===== config.mk =====
export PLATFORM = sky130hd
export DESIGN_NAME = bk_0011m
export DESIGN_NICKNAME = d
export VERILOG_FILES = /design/src/rtl/bk_up_pkg.sv /design/src/rtl/bk_up_script_rom.sv /design/src/rtl/bk_0011m.sv
export SDC_FILE = /design/constraint.sdc
export NUM_CORES = 1
export LEC_CHECK = 0
export BUFFER_PORTS_ARGS = -buffer_cell sky130_fd_sc_hd__buf_2
export CORE_UTILIZATION = 40
export CTS_CLUSTER_SIZE = 40
export DETAILED_ROUTE_END_ITERATION = 16
export PLACE_DENSITY = 0.69
export SYNTH_ARGS = -nofsm -noshare
export SYNTH_HDL_FRONTEND = slang
export SYNTH_SLANG_ARGS = --single-unit

===== constraint.sdc =====
create_clock -name clk -period 4.9 [get_ports clk]
set_clock_uncertainty 0.2 [all_clocks]
set_input_delay 0.245 -clock clk [delete_from_list [all_inputs] [get_ports clk]]
set_output_delay 0.245 -clock clk [all_outputs]
set_load 0.05 [all_outputs]

===== src/rtl/bk_up_pkg.sv =====
// Shared types and timing for the BK-0011M user-port bus-master model:
// transaction opcodes, script entries, FSM states and the default script ROM.
package bk_up_pkg;

  localparam int T_SETUP    = 2;
  localparam int T_STB      = 4;
  localparam int T_HOLD     = 1;
  localparam int T_GAP      = 8;
  localparam int SCRIPT_LEN = 7;
  localparam int IDX_W      = 3;
  localparam int ROM_DEPTH  = 1 << IDX_W;
  localparam int CNT_W      = 3;

  typedef enum logic [1:0] {
    OP_WRW = 2'd0,
    OP_WRB = 2'd1,
    OP_RD  = 2'd2,
    OP_END = 2'd3
  } op_e;

  typedef struct packed {
    op_e         op;
    logic [15:0] data;
  } entry_t;

  typedef enum logic [2:0] {
    S_IDLE  = 3'd0,
    S_SETUP = 3'd1,
    S_STB   = 3'd2,
    S_HOLD  = 3'd3,
    S_GAP   = 3'd4,
    S_DONE  = 3'd5
  } state_e;

  // AY bus is inverted on the BK side, hence FFF8 selects AY register 7.
  // Unused tail slots hold END so a runaway index still terminates.
  localparam entry_t [ROM_DEPTH-1:0] SCRIPT_ROM = {
    {OP_END, 16'h0000},  // 7
    {OP_END, 16'h0000},  // 6
    {OP_RD,  16'h0000},  // 5
    {OP_WRB, 16'h0055},  // 4
    {OP_WRW, 16'hFFFE},  // 3
    {OP_RD,  16'h0000},  // 2
    {OP_WRB, 16'h00C0},  // 1
    {OP_WRW, 16'hFFF8}   // 0
  };

endpackage


===== src/rtl/bk_up_script_rom.sv =====
// Combinational lookup of one script entry by index.
module bk_up_script_rom
  import bk_up_pkg::*;
(
  input  logic [IDX_W-1:0] idx_i,
  output entry_t           entry_o
);

  assign entry_o = SCRIPT_ROM[idx_i];

endmodule


===== src/rtl/bk_0011m.sv =====
// Scripted bus master for the BK-0011M user port: plays the script ROM as
// strobed word/byte writes and reads, with every output registered.
module bk_0011m
  import bk_up_pkg::*;
(
  input  logic        clk,
  input  logic        rst,
  input  logic [15:0] XT5_in_pin,
  output logic [15:0] XT5_out_pin,
  output logic        nSEL2,
  output logic        STROBE,
  output logic        DOUT,
  output logic        nWRTBT,
  output logic        END,
  output logic [15:0] rd_data
);

  state_e           state_q, state_d;
  logic [CNT_W-1:0] cnt_q, cnt_d;
  logic [IDX_W-1:0] idx_q, idx_d, fetch_idx;
  op_e              op_q, op_d;
  logic [15:0]      out_q, out_d;
  logic [15:0]      rd_q, rd_d;
  logic             nsel2_q, nsel2_d;
  logic             strobe_q, strobe_d;
  logic             dout_q, dout_d;
  logic             nwrtbt_q, nwrtbt_d;
  logic             end_q, end_d;
  logic             fetch;
  logic             active_d;
  entry_t           entry;

  // IDLE fetches the current (first) entry; the end of GAP fetches the next.
  assign fetch_idx = (state_q == S_IDLE) ? idx_q : idx_q + 3'd1;

  bk_up_script_rom u_rom (
    .idx_i   (fetch_idx),
    .entry_o (entry)
  );

  always_comb begin
    state_d = state_q;
    cnt_d   = cnt_q;
    idx_d   = idx_q;
    op_d    = op_q;
    out_d   = out_q;
    rd_d    = rd_q;
    fetch   = 1'b0;

    unique case (state_q)
      S_IDLE: fetch = 1'b1;
      S_SETUP: begin
        if (cnt_q == '0) begin
          state_d = S_STB;
          cnt_d   = CNT_W'(T_STB - 1);
        end else begin
          cnt_d = cnt_q - 3'd1;
        end
      end
      S_STB: begin
        if (cnt_q == '0) begin
          state_d = S_HOLD;
          cnt_d   = CNT_W'(T_HOLD - 1);
          if (op_q == OP_RD) rd_d = XT5_in_pin;
        end else begin
          cnt_d = cnt_q - 3'd1;
        end
      end
      S_HOLD: begin
        if (cnt_q == '0) begin
          state_d = S_GAP;
          cnt_d   = CNT_W'(T_GAP - 1);
        end else begin
          cnt_d = cnt_q - 3'd1;
        end
      end
      S_GAP: begin
        if (cnt_q == '0) fetch = 1'b1;
        else             cnt_d = cnt_q - 3'd1;
      end
      S_DONE: ;
      default: state_d = S_IDLE;
    endcase

    // Write data lands on the first SETUP clock so it is stable before STROBE.
    if (fetch) begin
      idx_d = fetch_idx;
      op_d  = entry.op;
      if (entry.op == OP_END) begin
        state_d = S_DONE;
      end else begin
        state_d = S_SETUP;
        cnt_d   = CNT_W'(T_SETUP - 1);
        if (entry.op == OP_WRW)      out_d       = entry.data;
        else if (entry.op == OP_WRB) out_d[7:0]  = entry.data[7:0];
      end
    end

    active_d = (state_d == S_SETUP) || (state_d == S_STB) || (state_d == S_HOLD);
    nsel2_d  = !active_d;
    strobe_d = (state_d == S_STB);
    dout_d   = active_d && (op_d != OP_RD);
    nwrtbt_d = !(active_d && (op_d == OP_WRB));
    end_d    = (state_d == S_DONE);
  end

  always_ff @(posedge clk or posedge rst) begin
    if (rst) begin
      state_q  <= S_IDLE;
      cnt_q    <= '0;
      idx_q    <= '0;
      op_q     <= OP_WRW;
      out_q    <= '0;
      rd_q     <= '0;
      nsel2_q  <= 1'b1;
      strobe_q <= 1'b0;
      dout_q   <= 1'b0;
      nwrtbt_q <= 1'b1;
      end_q    <= 1'b0;
    end else begin
      state_q  <= state_d;
      cnt_q    <= cnt_d;
      idx_q    <= idx_d;
      op_q     <= op_d;
      out_q    <= out_d;
      rd_q     <= rd_d;
      nsel2_q  <= nsel2_d;
      strobe_q <= strobe_d;
      dout_q   <= dout_d;
      nwrtbt_q <= nwrtbt_d;
      end_q    <= end_d;
    end
  end

  assign XT5_out_pin = out_q;
  assign rd_data     = rd_q;
  assign nSEL2       = nsel2_q;
  assign STROBE      = strobe_q;
  assign DOUT        = dout_q;
  assign nWRTBT      = nwrtbt_q;
  assign END         = end_q;

endmodule


After elaboration in Yosys (flattened, before gate mapping)
Memory sizes are Yosys's and may differ from the RTL's.
Cells that the tools add are included.
- register bits after elaboration: 48
- memory bits (read-only): 144
- word-level logic and storage cells: 65
- memories: 1
- memory list (memory ; words ; bits a word ; read ports ; clocked after Yosys merged registers in ; wr ports ; RTL line ; text):
    (no name shown) ; 8 ; 18 ; 1 ; 0 ; 0 ; bk_up_script_rom.sv:9 ; assign entry_o = SCRIPT_ROM[idx_i];
- $add $sub $neg: 2
- $lt $le $gt $ge: 1
- eq/ne operators: 14
- mux-type cells: 20
- bitwise logic cells: 1
- reductions and logical operators: 14
- operators by type and width (kind ; count):
    2-to-1 mux 3 bit ; 12
    case mux 3 bit (4 select lines) ; 2
    2-to-1 mux 18 bit ; 1
    2-to-1 mux 8 bit ; 2
    equality test 3 x 2 -> 1 bit, second input constant ; 4
    equality test 3 bit, second input constant ; 3
    AND reduction 3 bit ; 3
    equality test 3 x 1 -> 1 bit, second input constant ; 2
    logical NOT 3 bit ; 2
    equality test 2 x 1 -> 1 bit, second input constant ; 2
    equality test 2 bit, second input constant ; 2
    less-than comparator 3 x 4 -> 1 bit, second input constant ; 1
    adder 3 x 1 -> 3 bit, second input constant ; 1
    OR reduction 3 bit ; 1
    subtractor 3 x 1 -> 3 bit, second input constant ; 1
    logical AND 1 bit ; 2
    logical NOT 1 bit ; 2
    logical NOT 2 bit ; 1
    logical OR 1 bit ; 2
    2-to-1 mux 2 bit ; 1
    != test 2 bit, second input constant ; 1
    case mux 1 bit (2 select lines) ; 1
    nonzero test 2 bit ; 1
    2-to-1 mux 1 bit ; 1
    NOT 1 bit ; 1

Depth between registers and ports, before layout
Gate-level depths: netlist of the first run.
- word-level depth: 12
- depth in mapped cells: 8

Cells and area by module
From an unflattened synthesis of the first run, not the netlist that was laid out.
- cell total of the unflattened synthesis: 188
- area, all modules: 2344.7 µm²
- modules (own cells, without submodules) (module ; times used ; cells an instance ; area an instance (µm²) ; sequential area each (µm²)):
    bk_0011m ; 1 ; 159 ; 2123.3 ; 1203.7
    bk_up_script_rom ; 1 ; 29 ; 221.5 ; 0.0

Worst setup path after synthesis of the first run
Ideal clock, no wire load.
- path kind: reg-to-reg
- start point: register state_q[0]
- end point: register cnt_q[0]
- setup time: 0.124 ns
- arrival time: 2.177 ns
- required time: 4.576 ns
- slack: 2.399 ns
- cell stages (with the launch flop): 9
- cells stage by stage: dfrtp_1 > buf_2 > or3_4 > mux2i_1 > ha_1 > nand4_1 > a21boi_1 > nor3_2 > a211o_1
- longest elaborated chain between the ends: 7
- elaborated cells on any way between the ends: 13
- those cells by class: eq/ne: 5; mux: 6; reduce/logical: 1; memory: 1
- ends and longest elaborated chain (element ; RTL line ; text):
    start: declaration ; bk_0011m.sv:18 ; state_e state_q, state_d;
    start signal: assignment ; bk_0011m.sv:121 ; state_q <= state_d;
    logical NOT 3 bit ; bk_0011m.sv:34, bk_0011m.sv:50 ;
    2-to-1 mux 3 bit ; bk_0011m.sv:34 ; assign fetch_idx = (state_q == S_IDLE) ? idx_q : idx_q + 3'd1;
    memory (8 x 18 bit) ; -- ;
    2-to-1 mux 18 bit (implied by the code) ; bk_up_script_rom.sv:9 ;
    equality test 2 bit ; bk_0011m.sv:89 ; if (entry.op == OP_END) begin
    2-to-1 mux 3 bit ; bk_0011m.sv:89 ;
    2-to-1 mux 3 bit (*) ; bk_0011m.sv:86 ; if (fetch) begin
    via cnt_d[0] ; bk_0011m.sv:19 ; logic [CNT_W-1:0] cnt_q, cnt_d;
    end signal: assignment ; bk_0011m.sv:122 ; cnt_q <= cnt_d;
    end: declaration ; bk_0011m.sv:19 ;
Mark *: on every way through the listed nets, which the timed path passes. The rest lies on a longest branch. The select of a mux whose other input is x is not followed.
A chain may end at the register's enable or synchronous reset.

Worst setup path after layout of the first run
- start point: register state_q[2]
- end point: register end_q, in the netlist END
- longest elaborated chain between the ends: 8
- elaborated cells on any way between the ends: 19
- those cells by class: eq/ne: 7; mux: 9; reduce/logical: 2; memory: 1
- ends and longest elaborated chain (element ; RTL line ; text):
    logical NOT 3 bit ; bk_0011m.sv:34, bk_0011m.sv:50 ;
    2-to-1 mux 3 bit ; bk_0011m.sv:34 ;
    memory (8 x 18 bit) ; -- ;
    2-to-1 mux 18 bit (implied by the code) ; bk_up_script_rom.sv:9 ;
    equality test 2 bit ; bk_0011m.sv:89 ;
    2-to-1 mux 3 bit ; bk_0011m.sv:89 ;
    2-to-1 mux 3 bit (*) ; bk_0011m.sv:86 ;
    equality test 3 bit (*) ; bk_0011m.sv:104 ; end_d = (state_d == S_DONE);
    via end_d ; bk_0011m.sv:28 ; logic end_q, end_d;
    end signal: assignment ; bk_0011m.sv:131 ; end_q <= end_d;
    end: declaration ; bk_0011m.sv:28 ;
Marked as above.

==> results.py, run 1 <==
metrics = {
    "worst_setup_path": {
        "r2r-start": "state_q[2]$_DFF_PP0_",
        "end_kind": "flop",
        "r2r_setup_slack_ns": 1.96,
        "rr_worst_depth": 7,
        "cp_slowest_cell": "dfrtp_1",
        "required_ns": 4.89,
        "r2r-end": "END$_DFF_PP0_",
        "cpPeakStageDelay_ns": 0.63,
        "path_buf_inv": 0,
        "cp-start-kind": "flop",
        "critPathTopFamily": "simple AND/OR/NAND/NOR gates",
        "cp_max_fo": 20,
        "cp_cell_sequence": "or3_4, mux2i_1, ha_1, nand4_1, a21boi_1, nor3_2, nor4bb_1",
        "crit_arrival_ns": 2.93,
        "cp.depth": 7,
        "setup.worst_path.class": "flop to flop",
    },
    "yosys": {
        "ys_seq_area_frac": 0.4625,
        "synth_area_sq_um": 2170,
        "synth_edf_count": 0,
        "synth.distinct_cells": 53,
        "synthFlopType": "dfrtp_1",
        "synth_cells": 181,
        "synth_nets": 209,
        "async_flop_share": 1.000,
        "avgSynthCellArea_sq_um": 11.99,
        "yosysWarnings": 0,
        "ys_ff_latch": 40,
    },
    "layout": {
        "n_antenna_cell": 0,
        "area_growth_syn_to_layout_pct": 24.16,
        "drive_gt1_frac": 0.3755,
        "final_cell_mix": "54 x buf_2, 38 x dfrtp_1, 17 x dlygate4sd3_1",
        "post-route-util": 0.5208,
        "final_common_cell": "buf_2",
        "nets": 272,
        "postLayoutCellArea_sq_um": 2694,
        "nFillCells": 465,
    },
    "clocking": {
        "root_buffer": "clkbuf_8",
        "ctsResizeCount": 0,
        "clkTransAtPathRegs_ns": 0.08,
        "tritoncts": "done",
        "worstSkewPairLatency_ns": 0.30,
        "cts.path.max_buffers": 2,
        "clock-sinks": 40,
        "cts_made_buffers": 5,
        "h-tree-depth": 2,
    },
    "drt": {
        "routed_wl_mm": 3.889,
        "drt_iter0_markers": 58,
        "first_pass_iters": 4,
        "drc": 0,
        "viasPerCell": 4.854,
        "wire_per_inst_um": 12.35,
        "vias": 1529,
        "drtAntennaViolNets": 0,
    },
    "floorplanning": {
        "fp.dieW_um": 75.65,
        "core_area_sq_um": 5172,
        "die-area_sq_um": 5722,
        "fp.dieH_um": 75.65,
        "start_util": 0.4194,
        "rows": 26,
        "io_pins": 55,
    },
    "placement": {
        "gp_congestion": 0.7721,
        "pre_cts_ws_ns": 2.009,
        "placed_area_sq_um": 2409,
        "port_buffers": 54,
        "hpwlAfterDp_mm": 2.628,
    },
    "sta": {
        "maxSlewViolCount": 0,
        "fin_tns_setup_ns": 0,
        "max_freq_ghz": 0.3396,
        "min_period_ns": 2.945,
        "fin_ws_ns": 1.956,
        "tightest_slew_ns": 0.8564,
        "relSlewSlack": 0.4291,
        "fin_crit_sh": 0.6009,
        "setup_viol": 0,
        "rsz0062_at_grt": "false",
        "timing.final.hold_violations": 0,
    },
    "hold_path": {
        "hold_path_end": "XT5_out_pin[6]$_DFFE_PP0P_",
        "hp-start": "XT5_out_pin[6]$_DFFE_PP0P_",
        "min_path_cells": 1,
        "hold_path.class": "flop to flop",
    },
    "pwr": {
        "finalPower_uw": 675.2,
        "peakVddDrop_mv": 0.1525,
        "p_per_area_nw_per_um2": 250.6,
        "p_leak_uw": 0.001242,
    },
    "grt": {
        "antenna_found_initial": 0,
        "grt_first_pass_wirelength_mm": 6.244,
        "grt_pass1_vias": 1414,
        "grt_use_total": 0.1460,
        "grt_max_degree": 41,
        "overflow": 0,
    },
    "flow_run": {
        "maxCapViolations": 0,
    },
    "run_status": {
        "status": "complete, no violations",
    },
}
[registers in the layout, indices dropped and copies added, names as in the netlist]
name and count:
DOUT 1, END 1, STROBE 1, XT5_out_pin 8
cnt_q 3, idx_q 3, nSEL2 1, nWRTBT 1
op_q 2, rd_data 16, state_q 3
[worst register-to-register path, stage by stage, from the launching register on]
cell and delay (ns):
dfrtp_1 0.63, or3_4 0.52, mux2i_1 0.38, ha_1 0.32, nand4_1 0.11, a21boi_1 0.25, nor3_2 0.11, nor4bb_1 0.31
[cell type report]
cell class	instances	area, sq um	area share
Tap cell	70	87.58	0.03251
Inverter	11	41.29	0.01533
Sequential cell	40	1003	0.3725
Clock inverter	3	46.29	0.01719
Timing Repair Buffer	72	447.9	0.1663
Clock buffer	5	68.82	0.02555
Multi-Input combinational cell	114	998.5	0.3706
[where the power goes]
part	switching [uW]	internal, uW
combinational	38.1	25.3
sequential	3.11	337
clock	119	153
total	160	515
[synth_stat cells (2+ instances only)]
| cell | count | share of area |
|---|---|---|
| mux2_4 | 11 | 0.076 |
| nor3_1 | 3 | 0.0069 |
| o21ai_0 | 10 | 0.023 |
| nor3_2 | 2 | 0.0092 |
| a22o_1 | 2 | 0.0081 |
| xnor2_1 | 5 | 0.020 |
| a211o_1 | 2 | 0.0081 |
| nor2b_1 | 2 | 0.0058 |
| a21oi_1 | 4 | 0.0092 |
| ha_1 | 10 | 0.058 |
| a211oi_1 | 2 | 0.0069 |
| dfstp_2 | 2 | 0.024 |
| buf_6 | 4 | 0.021 |
| mux2_1 | 7 | 0.036 |
| nor2_1 | 6 | 0.010 |
| inv_2 | 2 | 0.0035 |
| buf_4 | 9 | 0.031 |
| mux2i_1 | 2 | 0.0092 |
| nand2b_1 | 3 | 0.0087 |
| dfrtp_1 | 38 | 0.44 |
| nand3_1 | 5 | 0.012 |
| a21o_1 | 2 | 0.0069 |
| a221o_1 | 2 | 0.0092 |
| a21oi_2 | 2 | 0.0081 |
| nand2_1 | 7 | 0.012 |
| inv_1 | 9 | 0.016 |
| buf_2 | 2 | 0.0046 |
[per-stage QoR]
step | hold WS (ns) | std cells
floorplan | 0.1767 | 181
global placement | 0.1881 | 290
detailed placement | 0.2136 | 290
CTS | 0.2720 | 315
global route | 0.3103 | 315
finish | 0.2678 | 315
[repair_timing]
action                                 4_1_cts  5_1_grt
hold buffers                                17        0
endpoints found under the hold margin       54        0
setup buffers                                0        0
[worst max path at each step]
stage / startpoint / endpoint / slack, ns
floorplan: state_q[0]$_DFF_PP0_ / cnt_q[0]$_DFF_PP0_ / 2.40
global placement: state_q[2]$_DFF_PP0_ / cnt_q[0]$_DFF_PP0_ / 2.13
detailed placement: state_q[2]$_DFF_PP0_ / END$_DFF_PP0_ / 2.01
CTS: state_q[2]$_DFF_PP0_ / END$_DFF_PP0_ / 1.98
global route: state_q[2]$_DFF_PP0_ / END$_DFF_PP0_ / 1.79
finish: state_q[2]$_DFF_PP0_ / END$_DFF_PP0_ / 1.96
[cell families after synthesis]
family                   count (synthesis)  synth area share
multiplexers                            20            0.1217
XOR/XNOR                                 6           0.02768
adder cells (fa/ha/maj)                 10           0.05767
flip-flops                              40            0.4625
AND/OR/NAND/NOR                         41            0.1188
buffers and inverters                   27           0.07727
AO/OA/AOI/OAI                           37            0.1344
[per-layer routing]
metal / wire length (um) / vias up / track usage
li1: - / 753 / -
met1: 1782 / 736 / 0.1874
met2: 1903 / 33 / 0.2331
met3: 150 / 7 / 0.03968
met4: 53 / 0 / 0.06173
met5: 0 / - / 0
No activity file was read; power rests on OpenSTA's default activity.
==> run 2, diff against run 1 <==
clock period = 2.9 ns   (was 4.9 ns; I/O delays follow)
==> run 2 against run 1 <==
Power rose by 70%. Routed wire length rose by 6.0%. Clock-buffer cell count did not move. Fmax rose by 13%. Non-clock buffer count rose by 4. Via count rose by 0.33%. Highest routed layer unchanged.
==> results.py, run 2 (synthesized netlist as in run 1, its figures left out) <==
metrics = {
    "sta": {
        "relSlewSlack": 0.5715,
        "tightest_slew_ns": 0.6421,
        "fin_ws_ns": 0.3040,
        "fin_crit_sh": 0.8952,
        "timing.final.hold_violations": 0,
        "fin_tns_setup_ns": 0,
        "setup_viol": 0,
        "rsz0062_at_grt": "false",
        "min_period_ns": 2.596,
        "max_freq_ghz": 0.3852,
        "maxSlewViolCount": 0,
    },
    "worst_setup_path": {
        "setup.worst_path.class": "flop to flop",
        "r2r_setup_slack_ns": 0.30,
        "cp_max_fo": 14,
        "crit_arrival_ns": 2.58,
        "cp-start-kind": "flop",
        "r2r-end": "cnt_q[0]$_DFF_PP0_",
        "r2r-start": "state_q[0]$_DFF_PP0_",
        "end_kind": "flop",
        "required_ns": 2.88,
        "rr_worst_depth": 7,
    },
    "layout": {
        "drive_gt1_frac": 0.3855,
        "largest_reg_flops": 16,
        "post-route-util": 0.5266,
        "final_common_cell": "buf_2",
        "n_antenna_cell": 0,
        "nets": 276,
        "area_growth_syn_to_layout_pct": 25.55,
        "final_cell_mix": "54 x buf_2, 38 x dfrtp_1, 17 x dlygate4sd3_1",
    },
    "clocking": {
        "worstSkewPairLatency_ns": 0.29,
        "clkTransAtPathRegs_ns": 0.09,
        "h-tree-depth": 2,
        "root_buffer": "clkbuf_8",
        "cts.path.max_buffers": 2,
        "cts_made_buffers": 5,
        "clock-sinks": 40,
        "tritoncts": "done",
        "cts_setup_buffers": 0,
    },
    "placement": {
        "hpwlAfterDp_mm": 2.922,
        "gp_congestion": 0.8119,
        "port_buffers": 54,
        "pre_cts_ws_ns": 0.3330,
    },
    "drt": {
        "viasPerCell": 4.809,
        "drc": 0,
        "drt_iter0_markers": 82,
        "first_pass_iters": 4,
        "wire_per_inst_um": 12.92,
        "vias": 1534,
        "drtAntennaViolNets": 0,
        "routed_wl_mm": 4.121,
    },
    "pwr": {
        "pwr-share-comb": 0.093,
        "peakVddDrop_mv": 0.3238,
        "p_leak_uw": 0.001260,
        "pwr-share-clk": 0.408,
        "p_sw_frac": 0.2431,
        "p_per_area_nw_per_um2": 422.3,
        "p_int_uw": 870.6,
        "power_frac_seq": 0.499,
        "switchingPower_uw": 279.6,
    },
    "grt": {
        "overflow": 0,
        "grt_use_total": 0.1552,
        "grt_max_degree": 25,
        "grt_pass1_vias": 1380,
        "grt_first_pass_wirelength_mm": 6.472,
        "antenna_found_initial": 0,
    },
    "floorplanning": {
        "io_pins": 55,
        "die-area_sq_um": 5722,
        "fp.dieH_um": 75.65,
        "core_area_sq_um": 5172,
        "start_util": 0.4194,
        "rows": 26,
        "fp.dieW_um": 75.65,
    },
    "hold_path": {
        "hold_path.class": "primary input to asynchronous set/reset pin",
    },
    "run_status": {
        "status": "complete, no violations",
    },
    "flow_run": {
        "maxCapViolations": 0,
    },
}
## run 2: changes by cell type in the layout (fill, tap and decap cells not counted), sizes merged
| cell | before | now |
|---|---|---|
| buf | 55 | 59 |
## run 2: how the worst max path moves through the flow
stage                               from                  to  slack (ns)
floorplan           state_q[0]$_DFF_PP0_  cnt_q[0]$_DFF_PP0_        0.40
global placement    state_q[0]$_DFF_PP0_  cnt_q[0]$_DFF_PP0_        0.40
detailed placement  state_q[0]$_DFF_PP0_  cnt_q[0]$_DFF_PP0_        0.33
CTS                 state_q[0]$_DFF_PP0_       END$_DFF_PP0_        0.30
global route        state_q[0]$_DFF_PP0_       END$_DFF_PP0_        0.09
finish              state_q[0]$_DFF_PP0_  cnt_q[0]$_DFF_PP0_        0.30
## run 2: power by group through the flow
| stage | registers (uW) | clock network (uW) | logic [uW] |
|---|---|---|---|
| 2_1_floorplan | 626 | 0 | 21.2 |
| 3_3_place_gp | 585 | 0 | 90.0 |
| 3_5_place_dp | 585 | 0 | 91.2 |
| 4_1_cts | 574 | 481 | 108 |
| 5_1_grt | 576 | 514 | 117 |
| 6_report | 574 | 469 | 107 |
## run 2: cell type report
type	count	area [sq um]
Inverter	11	41.29
Sequential cell	40	1003
Timing Repair Buffer	76	478.0
Tap cell	70	87.58
Clock buffer	5	68.82
Multi-Input combinational cell	114	998.5
Clock inverter	3	46.29
Fill cell	452	2449
## run 2: through the flow
| step | total power [uW] | std cells | cell area, sq um | hold slack, ns |
|---|---|---|---|---|
| 3_5_place_dp | 676.4 | 294 | 2439 | 0.07888 |
| 3_3_place_gp | 674.5 | 294 | 2439 | 0.07615 |
| 4_1_cts | 1164 | 319 | 2724 | 0.2859 |
| 5_1_grt | 1207 | 319 | 2724 | 0.2981 |
| 6_report | 1150 | 319 | 2724 | 0.2773 |
| 2_1_floorplan | 647.1 | 181 | 2170 | 0.07668 |
## run 2: critical path: stages, from the launching register on
cell and delay [ns]:
dfrtp_1 0.64, nor3_2 0.14, xnor2_1 0.45, ha_1 0.32
nand4_1 0.11, a21boi_1 0.26, nor3_2 0.12, a211o_1 0.26
## run 2: repair_timing
action,in CTS,in global routing
hold buffers,17,0
endpoints found under the hold margin,30,0
gates resized for setup,0,0
## run 2: routing by layer
layer,track usage,vias up,part of all wire
met5,0,-,0
met4,0.04321,0,0.0070
met1,0.2076,730,0.47
met3,0.05026,5,0.040
met2,0.2431,31,0.48
li1,-,768,-
==> run 3, diff against run 2 <==
ABC_AREA = 1   (was not set)
==> run 3 against run 2 <==
Power down 2.4%. Area after synthesis down 2.9%. Clock power down 6.8%. Sequential cell count unchanged. Synthesized cell count up 15%. First-iteration DRC count down 51%. Sequential power about the same. Cell count up 9.1%. Worst hold slack worse by 0.012 ns. Sequential share of layout area up 0.78 points. Core utilization down 0.097 points. Global-route usage down 0.27 points. Critical path type unchanged. Largest power group unchanged.
==> results.py, run 3 <==
metrics = {
    "yosys": {
        "synth_cells": 208,
        "async_flop_share": 1.000,
        "synth_area_sq_um": 2107,
        "yosysMostFrequentCell": "nand2_1",
        "synth.distinct_cells": 32,
        "yosysWarnings": 0,
        "ys_ff_latch": 40,
        "synthFlopType": "dfrtp_1",
        "ys_seq_area_frac": 0.4762,
        "synth_nets": 236,
        "synth_area_leader_cell": "dfrtp_1",
        "synth_edf_count": 0,
        "synth_common_cells": "51 x nand2_1, 38 x dfrtp_1, 18 x inv_1, 12 x nor2_1, 11 x o21ai_0",
        "avgSynthCellArea_sq_um": 10.13,
        "yosysTopAreaCellShare": 0.4513,
        "ys_top_cells_by_area": "dfrtp_1 45%, nand2_1 9.1%, mux2_4 7.1%",
    },
    "sta": {
        "fin_hold_ws_ns": 0.2657,
        "fin_ws_ns": 0.5626,
        "tightest_slew_ns": 0.4982,
        "timing.final.hold_violations": 0,
        "fin_tns_setup_ns": 0,
        "fin_crit_sh": 0.8060,
        "setup_viol": 0,
        "min_period_ns": 2.337,
        "max_freq_ghz": 0.4278,
        "relSlewSlack": 0.6679,
        "maxSlewViolCount": 0,
        "rsz0062_at_grt": "false",
    },
    "worst_setup_path": {
        "critPathTopFamily": "simple AND/OR/NAND/NOR gates",
        "cp_max_fo": 8,
        "setup.worst_path.class": "flop to flop",
        "cpPeakStageDelay_ns": 0.50,
        "cp_cell_sequence": "nor2_4, nand2_4, o21ai_1, ha_1, nand3b_1, nand3_2, nand2_1, nand2_1, inv_1, nor2_2",
        "cp_slowest_cell": "dfrtp_1",
        "required_ns": 2.89,
        "rr_worst_depth": 10,
        "cp_common_cell": "nand2_1",
        "crit_arrival_ns": 2.32,
        "cp.depth": 10,
        "cp-start-kind": "flop",
        "end_kind": "flop",
        "path_buf_inv": 1,
    },
    "layout": {
        "regArea_sq_um": 1003,
        "n_antenna_cell": 0,
        "drive_gt1_frac": 0.3849,
        "multi_input_area_sq_um": 928.4,
        "post-route-util": 0.5256,
        "nets": 305,
        "nFillCells": 465,
        "final_cell_mix": "54 x buf_2, 51 x nand2_1, 38 x dfrtp_1",
        "largest_reg_flops": 16,
        "area_growth_syn_to_layout_pct": 26.60,
        "final_common_cell": "buf_2",
    },
    "pwr": {
        "pwr-share-clk": 0.390,
        "power_frac_seq": 0.512,
        "pwr-share-comb": 0.098,
        "peakVddDrop_mv": 0.2671,
        "p_leak_uw": 0.001365,
        "p_int_uw": 867.8,
        "p_per_area_nw_per_um2": 420.7,
        "switchingPower_uw": 254.6,
        "p_sw_frac": 0.2268,
    },
    "clocking": {
        "cts.path.max_buffers": 2,
        "root_buffer": "clkbuf_8",
        "worstSkewPairLatency_ns": 0.29,
        "tritoncts": "done",
        "clock-sinks": 40,
        "h-tree-depth": 2,
        "cts_made_buffers": 5,
        "clkTransAtPathRegs_ns": 0.07,
    },
    "floorplanning": {
        "fp.dieW_um": 74.58,
        "rows": 26,
        "core_area_sq_um": 5075,
        "io_pins": 55,
        "die-area_sq_um": 5561,
        "start_util": 0.4152,
        "fp.dieH_um": 74.58,
    },
    "drt": {
        "first_pass_iters": 4,
        "drt_iter0_markers": 40,
        "wire_per_inst_um": 11.60,
        "drc": 0,
        "viasPerCell": 4.425,
        "drtAntennaViolNets": 0,
        "routed_wl_mm": 4.037,
        "vias": 1540,
    },
    "run_status": {
        "status": "complete, no violations",
    },
    "grt": {
        "grt_max_degree": 41,
        "grt_first_pass_wirelength_mm": 6.410,
        "grt_use_total": 0.1525,
        "antenna_found_initial": 0,
        "overflow": 0,
        "grt_pass1_vias": 1367,
    },
    "placement": {
        "hpwlAfterDp_mm": 2.650,
        "pre_cts_ws_ns": 0.5896,
        "port_buffers": 54,
        "gp_congestion": 0.8261,
    },
    "hold_path": {
        "min_path_cells": 1,
        "hold_path.class": "flop to flop",
    },
    "flow_run": {
        "maxCapViolations": 0,
    },
}
[run 3: final timing paths]
| path | from | endpoint | slack (ns) |
|---|---|---|---|
| worst max-delay path | state_q[0]$_DFF_PP0_ | DOUT$_DFF_PP0_ | 0.56 |
| worst min-delay path | XT5_out_pin[6]$_DFFE_PP0P_ | XT5_out_pin[6]$_DFFE_PP0P_ | 0.27 |
| worst max register to register | state_q[0]$_DFF_PP0_ | DOUT$_DFF_PP0_ | 0.56 |
| worst min register to register | XT5_out_pin[6]$_DFFE_PP0P_ | XT5_out_pin[6]$_DFFE_PP0P_ | 0.27 |
| max in group asynchronous | rst | nSEL2$_DFF_PP1_ | 1.83 |
| min in group asynchronous | rst | state_q[2]$_DFF_PP0_ | 0.32 |
[run 3: stage by stage]
step | cell area (sq um) | power [uW] | instances
after global routing | 2668 | 1167 | 348
after CTS | 2668 | 1135 | 348
after floorplan | 2107 | 648.0 | 208
final | 2668 | 1122 | 348
after detailed placement | 2390 | 677.0 | 323
after global placement | 2390 | 676.0 | 323
[run 3: repair_timing]
item / in CTS / in global routing
hold buffers: 17 / 0
setup buffers: 0 / 0
gates resized for setup: 0 / 0
hold endpoints to repair: 54 / 0
[run 3: final cells by class]
type / count / area share
clock buffer: 6 / 0.02720
clock inverter: 2 / 0.01313
inverter: 24 / 0.03471
multi-input combinational: 134 / 0.3480
sequential: 40 / 0.3762
tap: 70 / 0.03283
timing repair buffer: 72 / 0.1679
[run 3: worst register-to-register path, delay by kind of cell (launching register included)]
kind	cells	cell delay, ns
AND/OR/NAND/NOR	7	0.91
flip-flops	1	0.50
AO/OA/AOI/OAI	1	0.36
adder cells (fa/ha/maj)	1	0.22
buffers and inverters	1	0.06
[run 3: cells by family after synthesis]
group                      count (synthesis)  synth area share
adders and majority gates                 10           0.05938
buffers and inverters                     34           0.08314
and+or+nand+nor                           88            0.2162
AOI/OAI and AO/OA                         20           0.06176
muxes                                     16            0.1033
DFF                                       40            0.4762
[run 3: power by group through the flow]
| stage | combinational, uW | clock (uW) | sequential [uW] |
|---|---|---|---|
| after floorplan | 22.1 | 0 | 626 |
| after global placement | 90.9 | 0 | 585 |
| after detailed placement | 91.9 | 0 | 585 |
| after CTS | 110 | 452 | 574 |
| after global routing | 118 | 472 | 576 |
| final | 110 | 437 | 575 |
[run 3: per-layer routing]
layer / vias up / GRT usage / share of wire
met2: 27 / 0.2372 / 0.48
met3: 6 / 0.04065 / 0.034
li1: 797 / - / -
met5: - / 0 / 0
met4: 0 / 0.04403 / 0.012
met1: 710 / 0.2089 / 0.48
